$ cat src/rtl/seq_mul_div_pkg.sv
// Shared constants and types for the sequential 4-bit multiplier/divider.
package seq_mul_div_pkg;

    localparam int W     = 4;
    localparam int CNT_W = $clog2(W + 1);

    localparam logic OP_MUL = 1'b0;
    localparam logic OP_DIV = 1'b1;

    typedef enum logic [1:0] {
        ST_IDLE = 2'd0,
        ST_RUN  = 2'd1,
        ST_DONE = 2'd2
    } state_t;

endpackage

$ cat src/rtl/seq_mul_div_ripple_adder_subtractor.sv
// W-bit ripple-carry adder/subtractor: S = A + (B ^ {W{M}}) + M, Cout is the final carry.
module ripple_adder_subtractor
    import seq_mul_div_pkg::*;
(
    input  logic [W-1:0] A,
    input  logic [W-1:0] B,
    input  logic         M,
    output logic [W-1:0] S,
    output logic         Cout
);

    logic [W:0] carry;

    assign carry[0] = M;

    generate
        for (genvar gi = 0; gi < W; gi++) begin : g_bit
            logic b_eff;
            assign b_eff         = B[gi] ^ M;
            assign S[gi]         = A[gi] ^ b_eff ^ carry[gi];
            assign carry[gi + 1] = (A[gi] & b_eff) | (carry[gi] & (A[gi] ^ b_eff));
        end
    endgenerate

    assign Cout = carry[W];

endmodule

$ cat src/rtl/seq_mul_div.sv
// Sequential unsigned shift-add multiplier / restoring divider, one adder step per clock.
// Define SEQ_MUL_DIV_DIV_EN to enable the divide operation; otherwise every start multiplies.
module seq_mul_div
    import seq_mul_div_pkg::*;
(
    input  logic           clk,
    input  logic           rst,
    input  logic           start,
    input  logic           op,
    input  logic [W-1:0]   A,
    input  logic [W-1:0]   B,
    output logic           busy,
    output logic           done,
    output logic [2*W-1:0] R,
    output logic           dz
);

    state_t           state_reg, state_next;
    logic [CNT_W-1:0] cnt_reg, cnt_next;
    logic [W-1:0]     opnd_reg, opnd_next;
    logic [W-1:0]     hi_reg, hi_next;
    logic [W-1:0]     lo_reg, lo_next;
    logic [2*W-1:0]   r_reg, r_next;

    logic [W-1:0]     add_a, add_b, add_s;
    logic             add_m, add_cout;
    logic             in_run;
    logic             is_div;

    assign in_run = (state_reg == ST_RUN);

`ifdef SEQ_MUL_DIV_DIV_EN
    logic         op_reg, op_next;
    logic         dz_reg, dz_next;
    logic         div_t;
    logic [W-1:0] div_rem, div_q;

    // Remainder/quotient pair shifted left by one, with the bit falling out of rem kept aside.
    assign div_t   = hi_reg[W-1];
    assign div_rem = {hi_reg[W-2:0], lo_reg[W-1]};
    assign div_q   = {lo_reg[W-2:0], 1'b0};
    assign is_div  = (op_reg == OP_DIV);
    assign dz      = dz_reg;
`else
    logic unused_op;
    assign unused_op = op;
    assign is_div    = 1'b0;
    assign dz        = 1'b0;
`endif

    // Adder inputs are driven separately so the step logic below only consumes S/Cout.
    always_comb begin
        add_a = '0;
        add_b = '0;
        add_m = 1'b0;
        if (in_run) begin
`ifdef SEQ_MUL_DIV_DIV_EN
            if (is_div) begin
                add_a = div_rem;
                add_b = opnd_reg;
                add_m = 1'b1;
            end else begin
                add_a = hi_reg;
                add_b = lo_reg[0] ? opnd_reg : '0;
            end
`else
            add_a = hi_reg;
            add_b = lo_reg[0] ? opnd_reg : '0;
`endif
        end
    end

    ripple_adder_subtractor u_adder (
        .A    (add_a),
        .B    (add_b),
        .M    (add_m),
        .S    (add_s),
        .Cout (add_cout)
    );

    always_comb begin
        state_next = state_reg;
        cnt_next   = cnt_reg;
        opnd_next  = opnd_reg;
        hi_next    = hi_reg;
        lo_next    = lo_reg;
        r_next     = r_reg;
`ifdef SEQ_MUL_DIV_DIV_EN
        op_next    = op_reg;
        dz_next    = dz_reg;
`endif
        case (state_reg)
            ST_IDLE, ST_DONE: begin
                if (start) begin
                    state_next = ST_RUN;
                    cnt_next   = CNT_W'(W);
                    hi_next    = '0;
                    r_next     = '0;
`ifdef SEQ_MUL_DIV_DIV_EN
                    op_next    = op;
                    dz_next    = 1'b0;
                    opnd_next  = (op == OP_DIV) ? B : A;
                    lo_next    = (op == OP_DIV) ? A : B;
                    if (op == OP_DIV && B == '0) begin
                        state_next = ST_DONE;
                        r_next     = {A, {W{1'b1}}};
                        dz_next    = 1'b1;
                    end
`else
                    opnd_next  = A;
                    lo_next    = B;
`endif
                end else if (state_reg == ST_DONE) begin
                    state_next = ST_IDLE;
                end
            end
            ST_RUN: begin
                if (is_div) begin
`ifdef SEQ_MUL_DIV_DIV_EN
                    // Restore unless the shifted remainder reached the divisor.
                    if (div_t | add_cout) begin
                        hi_next = add_s;
                        lo_next = {div_q[W-1:1], 1'b1};
                    end else begin
                        hi_next = div_rem;
                        lo_next = div_q;
                    end
`endif
                end else begin
                    {hi_next, lo_next} = {add_cout, add_s, lo_reg[W-1:1]};
                end
                cnt_next = cnt_reg - CNT_W'(1);
                if (cnt_reg == CNT_W'(1)) begin
                    state_next = ST_DONE;
                    r_next     = {hi_next, lo_next};
                end
            end
            default: state_next = ST_IDLE;
        endcase
    end

    always_ff @(posedge clk) begin
        if (rst) begin
            state_reg <= ST_IDLE;
            cnt_reg   <= '0;
            opnd_reg  <= '0;
            hi_reg    <= '0;
            lo_reg    <= '0;
            r_reg     <= '0;
`ifdef SEQ_MUL_DIV_DIV_EN
            op_reg    <= 1'b0;
            dz_reg    <= 1'b0;
`endif
        end else begin
            state_reg <= state_next;
            cnt_reg   <= cnt_next;
            opnd_reg  <= opnd_next;
            hi_reg    <= hi_next;
            lo_reg    <= lo_next;
            r_reg     <= r_next;
`ifdef SEQ_MUL_DIV_DIV_EN
            op_reg    <= op_next;
            dz_reg    <= dz_next;
`endif
        end
    end

    assign busy = (state_reg == ST_RUN);
    assign done = (state_reg == ST_DONE);
    assign R    = r_reg;

endmodule
$ cat config.mk
export PLATFORM = sky130hd
export DESIGN_NAME = seq_mul_div
export DESIGN_NICKNAME = d
export VERILOG_FILES = /design/src/rtl/seq_mul_div_pkg.sv /design/src/rtl/seq_mul_div_ripple_adder_subtractor.sv /design/src/rtl/seq_mul_div.sv
export SDC_FILE = /design/constraint.sdc
export NUM_CORES = 1
export LEC_CHECK = 0
export BUFFER_PORTS_ARGS = -buffer_cell sky130_fd_sc_hd__buf_2
export CORE_MARGIN = 4
export CORE_UTILIZATION = 44
export DETAILED_ROUTE_END_ITERATION = 7
export HOLD_SLACK_MARGIN = 0.12
export PLACE_DENSITY = 0.7
export SLEW_MARGIN = 20
export SYNTH_ARGS = -nofsm -noshare
export SYNTH_HDL_FRONTEND = slang
export SYNTH_SLANG_ARGS = --single-unit
$ cat constraint.sdc
create_clock -name clk -period 7.6 [get_ports clk]
set_input_delay 0.76 -clock clk [delete_from_list [all_inputs] [get_ports clk]]
set_output_delay 0.76 -clock clk [all_outputs]
set_load 0.02 [all_outputs]
==> results of run 1 <==
## stage by stage
| step | hold slack, ns | total power [mW] |
|---|---|---|
| 2_1_floorplan | 0.4319 | 0.1674 |
| 3_3_place_gp | 0.4441 | 0.1722 |
| 3_5_place_dp | 0.4463 | 0.1738 |
| 4_1_cts | 0.4737 | 0.2311 |
| 5_1_grt | 0.4876 | 0.2421 |
| 6_report | 0.4745 | 0.2292 |
## logic make-up (layout without fill, tap and decap cells)
group,Yosys count,after routing,synth area share (%)
adder cells (fa/ha/maj),6,6,8.824
other,1,1,0.3390
flip-flops,25,25,45.25
AO/OA/AOI/OAI,29,29,19.12
multiplexers,1,1,0.9050
AND/OR/NAND/NOR,41,41,19.00
buffers and inverters,14,30,6.559
## cells in the mapped netlist (all sizes together), types with 2 or more instances
cell type	instances	share of area, %
and2	2	1.1
a21oi	15	6.8
a311oi	2	3.2
fa	3	5.4
o2bb2ai	3	2.4
nor2b	2	1.1
buf	7	4.1
inv	5	1.7
a22oi	3	2.0
dfxtp	25	45
nand3	11	5.0
and3	2	1.1
nor2	2	0.68
ha	3	3.4
nand2	14	4.8
a22o	5	4.0
nand2b	7	4.2
## where the power goes
| group | total (mW) | internal (mW) | switching, mW |
|---|---|---|---|
| clock | 0.0582 | 0.0205 | 0.0377 |
| sequential | 0.140 | 0.137 | 0.00377 |
| combinational | 0.0307 | 0.0104 | 0.0203 |
## routing by layer
layer	up-vias	share of wire (%)	global-route usage, %
met1	394	46	18.29
met3	4	4.8	2.895
met2	18	48	22.42
li1	432	-	-
met4	0	1.5	5.960
met5	-	0	0
## critical path, delay by kind of cell (launching register included)
kind / cells / cell delay [ns]
DFF: 1 / 0.33
buffers and inverters: 2 / 0.41
adders and majority gates: 4 / 1.15
AOI/OAI and AO/OA: 1 / 0.13
and+or+nand+nor: 3 / 0.72
## cell type report
cell class	instances	area [um^2]	share of cell area, %
timing repair buffer	20	100.1	8.214
clock buffer	4	26.28	2.156
multi-input combinational	78	533.0	43.74
tap	28	35.03	2.875
sequential	25	500.5	41.07
inverter	6	23.77	1.951
## final timing paths
path | end | slack [ns] | cells after the start
max | hi_reg[2] | 4.81 | 10
min | R[7] | 0.47 | 1
max reg2reg | hi_reg[2] | 4.81 | 10
min reg2reg | R[7] | 0.47 | 1
==> impl_metrics.py, run 1 <==
metrics = {
    "status": {
        "status": "finished clean",
    },
    "worst_hold_path": {
        "hold_path_class": "flip-flop to flip-flop",
        "hp-start": "R[7]",
    },
    "cells_and_area": {
        "fin_nets": 152,
        "layout-drive-gt1-share_pct": 21.80,
        "fill_cells": 214,
        "postLayoutCellArea_um2": 1219,
        "largest_reg_flops": 8,
        "n_antenna_cell": 0,
        "layout_commonest_cell": "dfxtp_1",
        "fin_util_pct": 53.05,
        "area_growth_pct": 10.18,
        "final_cell_mix": "dfxtp_1 (25), buf_2 (20), a21oi_1 (15)",
        "final_cells": 161,
    },
    "sta": {
        "fmax_ghz": 0.3580,
        "hold_viol": 0,
        "setup_viol": 0,
        "tightest_slew_ns": 0.9264,
        "skew_ns": 0.003660,
        "slew_violations": 0,
        "period_share_pct": 36.76,
        "period_minus_slack_ns": 2.794,
        "relSlewSlack_pct": 38.11,
        "layout_setup_ws_ns": 4.806,
        "tns_ns": 0,
        "rsz0062_at_grt": "no",
    },
    "logic_synthesis": {
        "syn_inst": 117,
        "synth-seq-cells": 25,
        "ys.warnings.count": 0,
        "synth_cell_types": 27,
        "syn_avg_cell_area_um2": 9.454,
        "synthArstFlopShare_pct": 0,
        "syn_area_um2": 1106,
        "synth_fp_nets": 135,
        "synth_flop_cell": "dfxtp_1",
        "synth_edf_count": 0,
        "yosysSeqAreaShare_pct": 45.25,
    },
    "power": {
        "ir_drop_mv": 0.1273,
        "p_leak_nw": 0.4991,
        "p_per_area_nw_per_um2": 188.0,
    },
    "clocking": {
        "cts-root-buf": "clkbuf_4",
        "post_cts_buffers": 0,
        "clock_sinks": 25,
        "cts_resized": 0,
        "htree_levels": 1,
        "cts_tree": "built",
        "clk_transition_reported_paths_ns": 0.13,
        "cts_hold_buf": 0,
        "clock_latency_ns": 0.31,
        "cts_buffers": 3,
        "ctsLongestPathBuffers": 2,
    },
    "flow_run": {
        "maxCapViolCount": 0,
    },
    "critical_path": {
        "cpPeakStageDelay_ns": 0.46,
        "crit_chain": "nand2b_2 > inv_2 > and3_1 > ha_1 > fa_1 > inv_1 > fa_1 > fa_1 > nand2b_1 > a21oi_1",
        "arrival_ns": 3.04,
        "end_kind": "flip-flop",
        "path_max_fanout": 21,
        "reg2reg_from": "state_reg[1]",
        "cp_common_cell": "fa_1",
        "critPathSlowestCell": "fa_1",
        "critPathKind": "flip-flop to flip-flop",
        "crit_required_ns": 7.85,
        "critPathLaunchType": "flip-flop",
        "critPathLaunch": "state_reg[1]",
    },
    "floorplan": {
        "die_w_um": 58.14,
        "dieHeight_um": 58.14,
        "ios": 23,
        "die_area_um2": 3380,
        "num_rows": 17,
        "core_area_um2": 2297,
        "start_util_pct": 48.15,
    },
    "place": {
        "dpl.hpwl_um": 1532,
        "gp_congestion": 0.7283,
        "placedInstanceArea_um2": 1192,
        "io_buffers": 20,
        "pre_cts_slack_ns": 4.809,
        "placedCellCount": 157,
    },
    "global_routing": {
        "grt_pass1_vias": 794,
        "overflow": 0,
        "antenna_found_initial": 0,
        "grt_max_degree": 22,
        "grt_pass1_wl_um": 3663,
        "track_usage_pct": 14.04,
    },
    "detailed_routing": {
        "dr.pass1.iters": 4,
        "wire_per_inst_um": 13.73,
        "dr_total_vias": 848,
        "antenna_left": 0,
        "viasPerCell": 5.267,
        "wirelength_um": 2211,
        "drtIter0Drc": 38,
        "drc": 0,
    },
}
No activity file was read; power rests on OpenSTA's default activity.
==> run 2, diff against run 1 <==
--- a/config.mk
+++ b/config.mk
@@ -5,12 +5,13 @@
 export SDC_FILE = /design/constraint.sdc
 export NUM_CORES = 1
 export LEC_CHECK = 0
+export ABC_AREA = 1
 export BUFFER_PORTS_ARGS = -buffer_cell sky130_fd_sc_hd__buf_2
 export CORE_MARGIN = 4
 export CORE_UTILIZATION = 44
 export DETAILED_ROUTE_END_ITERATION = 7
 export HOLD_SLACK_MARGIN = 0.12
-export PLACE_DENSITY = 0.7
+export PLACE_DENSITY = 0.73
 export SLEW_MARGIN = 20
 export SYNTH_ARGS = -nofsm -noshare
 export SYNTH_HDL_FRONTEND = slang
==> constraint.sdc (replaced) <==
create_clock -name clk -period 2.45 [get_ports clk]
set_input_delay 0.245 -clock clk [delete_from_list [all_inputs] [get_ports clk]]
set_output_delay 0.245 -clock clk [all_outputs]
set_load 0.02 [all_outputs]
==> impl_metrics.py, run 2 <==
metrics = {
    "power": {
        "ir_drop_mv": 0.3507,
        "p_total_uw": 749.2,
        "clkPwrFrac_pct": 24.6,
        "p_int_uw": 531.2,
        "sw_frac_of_total_pct": 29.10,
        "seq_power_share_pct": 58.9,
        "p_leak_nw": 0.5717,
        "p_per_area_nw_per_um2": 571.3,
        "pwr-share-comb_pct": 16.5,
        "p_sw_uw": 218.0,
    },
    "critical_path": {
        "r2r-end": "R[6]",
        "cpPeakStageDelay_ns": 0.42,
        "crit_required_ns": 2.71,
        "crit_chain": "inv_2 > nand2_4 > nor2_1 > ha_1 > fa_1 > inv_1 > fa_1 > fa_1 > inv_1 > nand3_1 > a21oi_1",
        "r2r_slack_ns": 0.19,
        "path_max_fanout": 8,
        "arrival_ns": 2.52,
        "cp_top_family": "adder cells",
        "cp_common_cell": "fa_1",
        "reg2reg_depth": 11,
        "critPathKind": "flip-flop to flip-flop",
        "critPathLaunchType": "flip-flop",
        "end_kind": "flip-flop",
        "path_buf_inv": 3,
        "reg2reg_from": "state_reg[1]",
        "critPathSlowestCell": "dfxtp_2",
    },
    "detailed_routing": {
        "drtIter0Drc": 20,
        "dr.pass1.iters": 4,
        "antenna_left": 0,
        "wirelength_um": 2398,
        "dr_total_vias": 985,
        "viasPerCell": 4.900,
        "drc": 0,
        "wire_per_inst_um": 11.93,
    },
    "clocking": {
        "clk_transition_reported_paths_ns": 0.13,
        "cts-root-buf": "clkbuf_4",
        "ctsLongestPathBuffers": 2,
        "clock_sinks": 25,
        "cts_buffers": 3,
        "post_cts_buffers": 0,
        "cts_tree": "built",
        "cts_hold_buf": 0,
        "cts_resized": 0,
        "clock_latency_ns": 0.33,
        "htree_levels": 1,
    },
    "flow_run": {
        "maxCapViolCount": 0,
    },
    "logic_synthesis": {
        "yosysSeqAreaShare_pct": 42.78,
        "yosys.area.top_type_share_pct": 42.78,
        "yosysTopAreaCell": "dfxtp_1",
        "syn_avg_cell_area_um2": 7.747,
        "synth_edf_count": 0,
        "synth_commonest_cells": "nand2_1 (37), dfxtp_1 (25), a21oi_1 (15), inv_1 (15), nor2_1 (15)",
        "yosysMostFrequentCell": "nand2_1",
        "synthTopCellsByArea": "dfxtp_1 (43%), nand2_1 (12%), a21oi_1 (6.4%)",
        "synthArstFlopShare_pct": 0,
        "syn_inst": 151,
        "ys.warnings.count": 0,
        "syn_area_um2": 1170,
        "synth_flop_cell": "dfxtp_1",
        "synth_fp_nets": 169,
        "synth_cell_types": 22,
        "synth-seq-cells": 25,
    },
    "sta": {
        "setup_viol": 0,
        "fmax_ghz": 0.4428,
        "period_share_pct": 92.17,
        "rsz0062_at_grt": "no",
        "hold_viol": 0,
        "tns_ns": 0,
        "slew_violations": 0,
        "period_minus_slack_ns": 2.258,
        "skew_ns": 0.01291,
    },
    "global_routing": {
        "grt_max_degree": 20,
        "grt_pass1_vias": 971,
        "met1_usage_pct": 18.91,
        "overflow": 0,
        "antenna_found_initial": 0,
        "track_usage_pct": 15.25,
        "gr-usage-met3_pct": 3.486,
        "grt_util_met2_pct": 25.12,
        "grt_pass1_wl_um": 4126,
        "gr-max-usage-layer": "met2",
    },
    "cells_and_area": {
        "n_antenna_cell": 0,
        "final_cell_mix": "nand2_1 (37), dfxtp_1 (24), buf_2 (20)",
        "layout_commonest_cell": "nand2_1",
        "largest_reg_flops": 8,
        "area_growth_pct": 12.09,
        "fin_util_pct": 52.45,
        "fin_nets": 190,
        "layout-drive-gt1-share_pct": 21.05,
    },
    "floorplan": {
        "dieHeight_um": 59.57,
        "core_area_um2": 2500,
        "ios": 23,
        "die_area_um2": 3548,
        "num_rows": 18,
        "start_util_pct": 46.80,
        "die_w_um": 59.57,
    },
    "place": {
        "gp_congestion": 0.7571,
        "dpl.hpwl_um": 1833,
        "io_buffers": 20,
    },
    "status": {
        "status": "finished clean",
    },
    "worst_hold_path": {
        "hold_path_end": "opnd_reg[0]",
        "whs_path_depth": 3,
        "hp-start": "A[0]",
        "hold_path_class": "input pin to flip-flop",
    },
}
## run 2: per-layer routing
layer / part of all wire, % / wire, um
met1: 46 / 1094
met2: 49 / 1168
met3: 4.3 / 104
met4: 1.3 / 31
met5: 0 / 0
## run 2: layout make-up
class                      count  area (um^2)
clock buffer                   4        26.28
fill                         243         1189
inverter                      18        68.82
multi-input combinational    103        569.3
sequential                    25        501.7
tap                           30        37.54
timing repair buffer          21        107.6
## run 2: worst register-to-register path, delay by kind of cell (launching register included)
family / cells / cell delay (ns)
buffers and inverters: 3 / 0.23
adder cells (fa/ha/maj): 4 / 1.15
flip-flops: 1 / 0.42
AND/OR/NAND/NOR: 3 / 0.24
AO/OA/AOI/OAI: 1 / 0.14
## run 2: per-stage QoR
stage / std cells / instance area, um^2 / hold slack, ns / setup slack, ns
finish: 201 / 1311 / 0.1695 / 0.1919
global route: 201 / 1311 / 0.1871 / 0.03869
CTS: 201 / 1310 / 0.1753 / 0.09710
detailed placement: 197 / 1284 / 0.4512 / 0.1390
global placement: 197 / 1284 / 0.4471 / 0.2296
floorplan: 151 / 1170 / 0.4098 / 0.3045
## run 2: how the worst max path moves through the flow
stage / startpoint / to / slack [ns] / cells past startpoint
floorplan: state_reg[1] / R[6] / 0.30 / 11
global placement: state_reg[1] / R[6] / 0.23 / 11
detailed placement: state_reg[1] / R[6] / 0.14 / 11
CTS: state_reg[1] / R[6] / 0.1 / 11
global route: state_reg[1] / R[6] / 0.04 / 11
finish: state_reg[1] / R[6] / 0.19 / 11
## run 2: cell families after synthesis
logic type               after synthesis  synth area share (%)
flip-flops                            25                 42.78
adder cells (fa/ha/maj)                6                 8.343
buffers and inverters                 23                 8.555
AO/OA/AOI/OAI                         26                 12.30
other                                  1                0.3205
XOR/XNOR                               1                0.7488
AND/OR/NAND/NOR                       69                 26.95
## run 2: power groups by stage
stage / Combinational [mW] / Clock (mW) / Sequential [mW]
global route: 0.140 / 0.203 / 0.445
CTS: 0.124 / 0.188 / 0.442
detailed placement: 0.123 / 0 / 0.451
global placement: 0.120 / 0 / 0.450
floorplan: 0.0961 / 0 / 0.448
finish: 0.123 / 0.184 / 0.442
